$ cat src/rtl/everloop_ctrl.sv
// everloop_ctrl: fetches LED bytes from an image RAM one at a time, hands
// each byte to a serializer on request, then holds the serial line low for
// a latch gap before signalling frame completion.
//
// Ports:
//   clk, rst             clock, asynchronous active-low reset
//   start, auto_refresh  frame request pulse / continuous refresh enable
//   ram_addr, ram_rd     image RAM byte address and read strobe
//   ram_data             image RAM data, valid the cycle after ram_rd
//   en_rd                byte request pulse from the serializer
//   data_RGB, ack        byte to serializer and its load pulse
//   reset_everloop       forces the serial line low (idle / latch gap)
//   busy, frame_done     frame in progress / end-of-latch pulse
//   underrun             sticky: byte requested with none staged
module everloop_ctrl #(
  parameter int unsigned N_LEDS        = 35,
  parameter int unsigned BYTES_PER_LED = 4,
  parameter int unsigned LATCH_CYCLES  = 16'd15000,
  parameter int unsigned AW            = 8
) (
  input  logic          clk,
  input  logic          rst,
  input  logic          start,
  input  logic          auto_refresh,
  output logic [AW-1:0] ram_addr,
  output logic          ram_rd,
  input  logic [7:0]    ram_data,
  input  logic          en_rd,
  output logic [7:0]    data_RGB,
  output logic          ack,
  output logic          reset_everloop,
  output logic          busy,
  output logic          frame_done,
  output logic          underrun
);

  localparam int unsigned NBYTES = N_LEDS * BYTES_PER_LED;
  localparam int unsigned CW     = $clog2(LATCH_CYCLES + 1);
  localparam logic [AW-1:0] LAST_IDX  = AW'(NBYTES - 1);
  localparam logic [CW-1:0] LATCH_TOP = CW'(LATCH_CYCLES - 1);

  typedef enum logic [2:0] {
    IDLE,
    FETCH,
    STAGE,
    WAIT_REQ,
    DRAIN,
    LATCH
  } state_t;

  state_t        state, state_n;
  logic [AW-1:0] idx, idx_n;
  logic          staged, staged_n;
  logic [7:0]    hold, hold_n;
  logic [CW-1:0] cnt, cnt_n;
  logic [AW-1:0] ram_addr_n;
  logic          ram_rd_n;
  logic [7:0]    data_n;
  logic          ack_n;
  logic          reset_everloop_n;
  logic          busy_n;
  logic          frame_done_n;
  logic          underrun_n;

  // State, datapath and registered outputs
  always_ff @(posedge clk or negedge rst) begin
    if (!rst) begin
      state          <= IDLE;
      idx            <= '0;
      staged         <= 1'b0;
      hold           <= '0;
      cnt            <= '0;
      ram_addr       <= '0;
      ram_rd         <= 1'b0;
      data_RGB       <= '0;
      ack            <= 1'b0;
      reset_everloop <= 1'b1;
      busy           <= 1'b0;
      frame_done     <= 1'b0;
      underrun       <= 1'b0;
    end else begin
      state          <= state_n;
      idx            <= idx_n;
      staged         <= staged_n;
      hold           <= hold_n;
      cnt            <= cnt_n;
      ram_addr       <= ram_addr_n;
      ram_rd         <= ram_rd_n;
      data_RGB       <= data_n;
      ack            <= ack_n;
      reset_everloop <= reset_everloop_n;
      busy           <= busy_n;
      frame_done     <= frame_done_n;
      underrun       <= underrun_n;
    end
  end

  // Next-state and next-output logic
  always_comb begin
    state_n    = state;
    idx_n      = idx;
    staged_n   = staged;
    hold_n     = hold;
    cnt_n      = cnt;
    ram_addr_n = ram_addr;
    data_n     = data_RGB;
    underrun_n = underrun;
    ack_n      = 1'b0;

    unique case (state)
      IDLE: begin
        if (start || auto_refresh) begin
          state_n  = FETCH;
          idx_n    = '0;
          staged_n = 1'b0;
          // Only an explicit request acknowledges a previous underrun
          if (start) underrun_n = 1'b0;
        end
      end
      FETCH: begin
        state_n = STAGE;
        if (en_rd) underrun_n = 1'b1;
      end
      STAGE: begin
        hold_n   = ram_data;
        staged_n = 1'b1;
        state_n  = WAIT_REQ;
        if (en_rd) underrun_n = 1'b1;
      end
      WAIT_REQ: begin
        if (en_rd) begin
          if (staged) begin
            ack_n    = 1'b1;
            data_n   = hold;
            staged_n = 1'b0;
            if (idx == LAST_IDX) begin
              state_n = DRAIN;
            end else begin
              idx_n   = idx + AW'(1);
              state_n = FETCH;
            end
          end else begin
            underrun_n = 1'b1;
          end
        end
      end
      DRAIN: begin
        // Next request means the last byte has left the shifter
        if (en_rd) begin
          state_n = LATCH;
          cnt_n   = LATCH_TOP;
        end
      end
      LATCH: begin
        if (cnt == '0) begin
          if (auto_refresh) begin
            state_n = FETCH;
            idx_n   = '0;
          end else begin
            state_n = IDLE;
          end
        end else begin
          cnt_n = cnt - CW'(1);
        end
      end
      default: state_n = IDLE;
    endcase

    // Moore-style outputs, registered alongside the state they describe
    ram_rd_n         = (state_n == FETCH);
    if (state_n == FETCH) ram_addr_n = idx_n;
    reset_everloop_n = (state_n == IDLE) || (state_n == LATCH);
    busy_n           = (state_n != IDLE);
    frame_done_n     = (state_n == LATCH) && (cnt_n == '0);
  end

endmodule

$ cat config.mk
export PLATFORM = sky130hd
export DESIGN_NAME = everloop_ctrl
export DESIGN_NICKNAME = d
export VERILOG_FILES = /design/src/rtl/everloop_ctrl.sv
export SDC_FILE = /design/constraint.sdc
export NUM_CORES = 1
export LEC_CHECK = 0
export ABC_AREA = 1
export BUFFER_PORTS_ARGS = -buffer_cell sky130_fd_sc_hd__buf_2
export CAP_MARGIN = 20
export CORE_ASPECT_RATIO = 0.8
export CORE_MARGIN = 4
export CORE_UTILIZATION = 40
export CTS_CLUSTER_SIZE = 10
export DETAILED_ROUTE_END_ITERATION = 8
export REMOVE_ABC_BUFFERS = 1
export SLEW_MARGIN = 20
export SYNTH_ARGS = -nofsm -noshare
export SYNTH_HDL_FRONTEND = slang
export SYNTH_SLANG_ARGS = --single-unit
$ cat constraint.sdc
create_clock -name clk -period 1.9 [get_ports clk]
set_input_delay 0.095 -clock clk [delete_from_list [all_inputs] [get_ports clk]]
set_output_delay 0.095 -clock clk [all_outputs]
set_load 0.05 [all_outputs]
Word-level counts from Yosys, hierarchy flattened:

Index checks and enable logic that the tools add are counted.

* bits in registers: 56
* output and inout port bits: 22
* input port bits: 13
* bits in writable memories: 0
* bits in latches: 0
* memory bits (read-only): 0
* memories kept: 0

* order comparisons: 0
* reduce and logical (&&, ||, !) cells: 14
* multipliers: 0
* add/subtract/negate cells: 2
* eq/ne operators: 13
* multiplexer cells: 30
* div/mod/pow operators: 0
* bitwise gates (word level): 0
* shifts and indexed selects: 0

Operators with widths (count)
* 8-bit two-way mux: 6
* 14-bit logical NOT: 2
* 14-bit two-way mux: 2
* 14-bit case mux with 2 select lines: 1
* 8-bit case mux with 3 select lines: 1
* 3-bit two-way mux: 6
* 3-bit case mux with 6 select lines: 1
* 14-bit by 1-bit subtractor with 14-bit output, second input constant: 1
* 1-bit two-way mux: 11
* 3-bit == test, second input constant: 3
* 3-bit nonzero test: 3
* 8-bit by 1-bit adder with 8-bit output, second input constant: 1
* 8-bit == test, second input constant: 1
* 2-bit inequality test, second input constant: 4
* 3-bit by 1-bit == test with 1-bit output, second input constant: 2
* 3-bit by 2-bit == test with 1-bit output, second input constant: 2
* 3-bit logical NOT: 2
* 1-bit case mux with 3 select lines: 2
* 3-bit AND reduction: 2
* 6-bit AND reduction: 1
* 1-bit logical OR: 2
* 2-bit by 1-bit inequality test with 1-bit output, second input constant: 1
* 2-bit OR reduction: 1
* 1-bit logical AND: 1

Logic depth before layout (Yosys ltp):

* depth in word-level cells: 7
* depth in mapped cells: 14

Worst setup path before layout:

OpenSTA, ideal clock, no wires.

* path kind: flip-flop to flip-flop
* from: register cnt[0]
* to: register ram_addr[2]
* clock period less this slack: 1759 ps
* library setup time: 121 ps
* data required time: 1779 ps
* arrival time: 1639 ps
* cell stages (with the launch flop): 13
* slack: 141 ps
* path through: dfrtp_1 -> inv_1 -> ha_1 -> nand3_1 -> nor2_1 -> nand2_2 -> nor2_1 -> nand2_1 -> nand3_4 -> nand2_4 -> buf_6 -> o21ai_0 -> nand2_1

* longest elaborated chain between the ends: 4

RTL lines
* from (decl): RTL line 55 `logic [CW-1:0] cnt, cnt_n;`
* from (signal assigned): RTL line 86 `cnt <= cnt_n;`
* 14-bit logical NOT: RTL line 155 `if (cnt == '0) begin`
* 3-bit two-way mux: RTL line 155
* 3-bit case mux with 6 select lines: RTL line 110 `unique case (state)`
* named net state_n[0]: RTL line 51 `state_t state, state_n;`
* 3-bit by 1-bit == test with 1-bit output: RTL line 171 `if (state_n == FETCH) ram_addr_n = idx_n;`
* to (signal assigned): RTL line 87 `ram_addr <= ram_addr_n;`
* to (decl): RTL line 25 `output logic [AW-1:0] ram_addr,`

The timed path passes the listed nets, and every way through them passes these cells.
A chain may end at the register's enable or synchronous reset.

Final worst setup path:

* from: register cnt[0]
* to: register frame_done

* longest elaborated chain between the ends: 5

RTL lines
* 14-bit by 1-bit subtractor with 14-bit output / 14-bit logical NOT (equally long branches): RTL line 163, 155
* 14-bit two-way mux / 3-bit two-way mux (equally long branches): RTL line 155
* 14-bit case mux with 2 select lines / 3-bit case mux with 6 select lines (equally long branches): RTL line 110
* 14-bit logical NOT / 3-bit == test (equally long branches): RTL line 174 `frame_done_n = (state_n == LATCH) && (cnt_n == '0);`
* 1-bit logical AND (*): RTL line 174
* named net frame_done_n: RTL line 62 `logic frame_done_n;`
* to (signal assigned): RTL line 93 `frame_done <= frame_done_n;`
* to (decl): RTL line 33 `output logic frame_done,`

Mark *: on every way through the listed nets, which the timed path passes. The rest lies on a longest branch.

==> impl_metrics.json <==
{
  "outcome": "finished, final reports clean",
  "synth_cell_types": 37,
  "skew_ps": 6.783,
  "fp.dieW_um": 106.1,
  "antenna_found_initial": 0,
  "critPathArrivalTime_ps": 2070,
  "setup_viol": 0,
  "core_um2": 7427,
  "vias": 2748,
  "ys_warn_count": 0,
  "post-place-ws_ps": 8.062,
  "initial_core_util": 0.4146,
  "max_freq_ghz": 0.5480,
  "h-tree-depth": 2,
  "power_leakage_nw": 1.940,
  "track_usage": 0.1641,
  "io_pins": 35,
  "syn_to_final_growth_pct": 24.14,
  "hold-path-endpoint": "hold[2]$_DFFE_PN0P_",
  "rows": 28,
  "rr_worst_depth": 12,
  "slew_headroom": 0.6214,
  "post-dp-hpwl_mm": 5.446,
  "ant_nets": 0,
  "path_class": "flip-flop to flip-flop",
  "cts_tree": "yes",
  "syn-cell-area_um2": 3079,
  "clk_latency_ps": 310,
  "crit_fanout": 5,
  "min_path_type": "input pin to flip-flop",
  "cts_buffers": 5,
  "num_antenna_cells": 0,
  "r2r-start": "cnt[0]$_DFF_PN0_",
  "vias_per_cell": 4.847,
  "start_kind": "flip-flop",
  "clockBufferDepth": 2,
  "vdd_drop_max_mv": 0.3673,
  "end_kind": "flip-flop",
  "post-route-cell-area_um2": 3822,
  "clockRootBuffer": "clkbuf_8",
  "place.gp.congestion": 0.9537,
  "min_path_cells": 2,
  "drc": 0,
  "grt-ovfl-total": 0,
  "worstHoldStart": "ram_data[2]",
  "io_buffers": 34,
  "cap_viol_max_count": 0,
  "finalHoldViolations": 0,
  "cts.sinks": 56,
  "drtIter0Drc": 176,
  "grt_pass1_wl_mm": 12.10,
  "layout_worst_path_cycle_share": 0.9605,
  "ys_seq_area_frac": 0.4555,
  "wl_mm": 7.365,
  "ys_ff_latch": 56,
  "rsz0062_at_grt": "true",
  "firstDrtPassIters": 4,
  "dieArea_um2": 9175,
  "clk_pin_slew_worst_paths_ps": 100,
  "rr_endpoint": "frame_done$_DFF_PN0_",
  "syn_area_per_cell_um2": 7.795,
  "fill_cells": 735,
  "fp.dieH_um": 86.48,
  "dpl-instance-area_um2": 3451,
  "final_nets": 477,
  "power_density_nw_per_um2": 536.1,
  "synthCells": 395,
  "drv_slew": 0,
  "tightest_slew_ps": 568.0,
  "drt-wirelength-per-cell_um": 12.99,
  "first_global_vias": 2500,
  "r2r_slack_ps": 80,
  "drive_above_1_share": 0.2684,
  "setup_ws_ps": 75.05,
  "grt_max_degree": 34,
  "fin_crit_ps": 1825,
  "cp.required_ps": 2150
}
==> kinds of logic (layout without fill, tap and decap cells) <==
kind of cell | after synthesis | after routing | synth area share
mux | 3 | 3 | 0.01097
buf+inv | 64 | 131 | 0.08655
xor+xnor | 8 | 8 | 0.02276
fa+ha+maj | 3 | 3 | 0.01219
simple gates | 209 | 209 | 0.3169
compound gates | 52 | 52 | 0.09509
flops | 56 | 56 | 0.4555
==> registers in the layout, summed over array words and instances (netlist names), 3 cells and up <==
register and count:
ram_addr 8, hold 8, cnt 14, state 3, data_RGB 8, idx 8
==> what timing repair did <==
item                                    in CTS  in global routing
endpoints found under the setup margin       2                 12
endpoints found under the hold margin       22                  1
setup buffers                                0                 16
gates resized for setup                      2                 33
hold buffers                                 1                  1
pin swaps                                    0                 14
==> power by group <==
group,internal [mW],switching [mW]
sequential,1.20,0.00275
clock,0.391,0.392
combinational,0.0219,0.0425
total,1.61,0.437
==> critical path, cell delays in order, from the launching register on <==
cell	delay (ps)
dfrtp_1	420
inv_2	90
ha_4	130
nand3_1	80
nor2_2	180
nand2_4	110
nand2_4	110
nor2_1	60
nor2_2	170
nand3_2	100
nor2_4	130
nand3_2	70
nor2_2	120
==> cell usage in the layout, fill, tap and decap left out, drive strengths merged, types with 6 or more instances in the layout <==
| master | n |
|---|---|
| a21oi | 10 |
| buf | 64 |
| dfrtp | 55 |
| inv | 57 |
| nand2 | 107 |
| nand3 | 35 |
| nand4 | 6 |
| nor2 | 51 |
| o21ai | 31 |
| xor2 | 8 |
==> area by class of cell <==
| type | count | area (um2) | share of cell area |
|---|---|---|---|
| Clock buffer | 5 | 68.82 | 0.01800 |
| Inverter | 57 | 221.5 | 0.05794 |
| Clock inverter | 3 | 42.54 | 0.01113 |
| Timing Repair Buffer | 66 | 431.7 | 0.1129 |
| Tap cell | 105 | 131.4 | 0.03437 |
| Multi-Input combinational cell | 275 | 1523 | 0.3984 |
| Sequential cell | 56 | 1404 | 0.3673 |
==> synthesized netlist by cell type <==
master | n | area share
nand2_1 | 99 | 0.12
dfrtp_1 | 55 | 0.45
inv_1 | 53 | 0.065
nor2_1 | 40 | 0.049
nand3_1 | 34 | 0.055
o21ai_0 | 31 | 0.050
a21oi_1 | 10 | 0.016
xor2_1 | 8 | 0.023
nand2_2 | 7 | 0.014
nand4_1 | 6 | 0.012
nor2_4 | 6 | 0.022
nor3_1 | 5 | 0.0081
nor2_2 | 4 | 0.0081
ha_1 | 3 | 0.012
mux2_2 | 3 | 0.011
buf_2 | 2 | 0.0033
buf_6 | 2 | 0.0073
clkbuf_1 | 2 | 0.0024
inv_2 | 2 | 0.0024
inv_4 | 2 | 0.0041
nand3b_1 | 2 | 0.0049
o2111ai_1 | 2 | 0.0057
o211ai_1 | 2 | 0.0049
o221ai_1 | 2 | 0.0057
a22oi_1 | 1 | 0.0024
a311oi_1 | 1 | 0.0028
a31oi_1 | 1 | 0.0020
and2_2 | 1 | 0.0024
buf_4 | 1 | 0.0024
dfstp_2 | 1 | 0.0085
nand2_4 | 1 | 0.0037
nand3_4 | 1 | 0.0057
nor2_8 | 1 | 0.0065
nor3b_1 | 1 | 0.0024
o21bai_1 | 1 | 0.0024
o31ai_1 | 1 | 0.0024
or2_2 | 1 | 0.0020
==> per-stage QoR <==
stage	hold slack (ps)	TNS [ps]	power, mW	utilization	cells
floorplan	-200.6	0	1.239	-	388
global placement	113.0	0	1.287	0.4646	541
detailed placement	124.7	0	1.289	0.4646	541
CTS	3.650	0	2.086	0.4816	550
global route	15.25	-81.73	2.139	0.5147	567
finish	17.81	0	2.049	0.5147	567
==> metal layers <==
layer | wire, um | GRT usage | up-vias
met5 | 0 | 0 | -
met4 | 83 | 0.04824 | 0
met3 | 425 | 0.02904 | 10
met2 | 2942 | 0.2234 | 95
met1 | 3913 | 0.2624 | 1237
li1 | - | - | 1406
==> worst max path at each step <==
stage,end,slack (ps),start,cells after the start
2_1_floorplan,ram_addr[2]$_DFFE_PN0P_,210,cnt[0]$_DFF_PN0_,11
3_3_place_gp,reset_everloop$_DFF_PN1_,2,idx[0]$_DFF_PN0_,11
3_5_place_dp,reset_everloop$_DFF_PN1_,8,idx[0]$_DFF_PN0_,11
4_1_cts,frame_done$_DFF_PN0_,3,cnt[0]$_DFF_PN0_,15
5_1_grt,ram_addr[3]$_DFFE_PN0P_,-30,cnt[0]$_DFF_PN0_,12
6_report,frame_done$_DFF_PN0_,80,cnt[0]$_DFF_PN0_,12
Power figures use the tool's default switching activity.
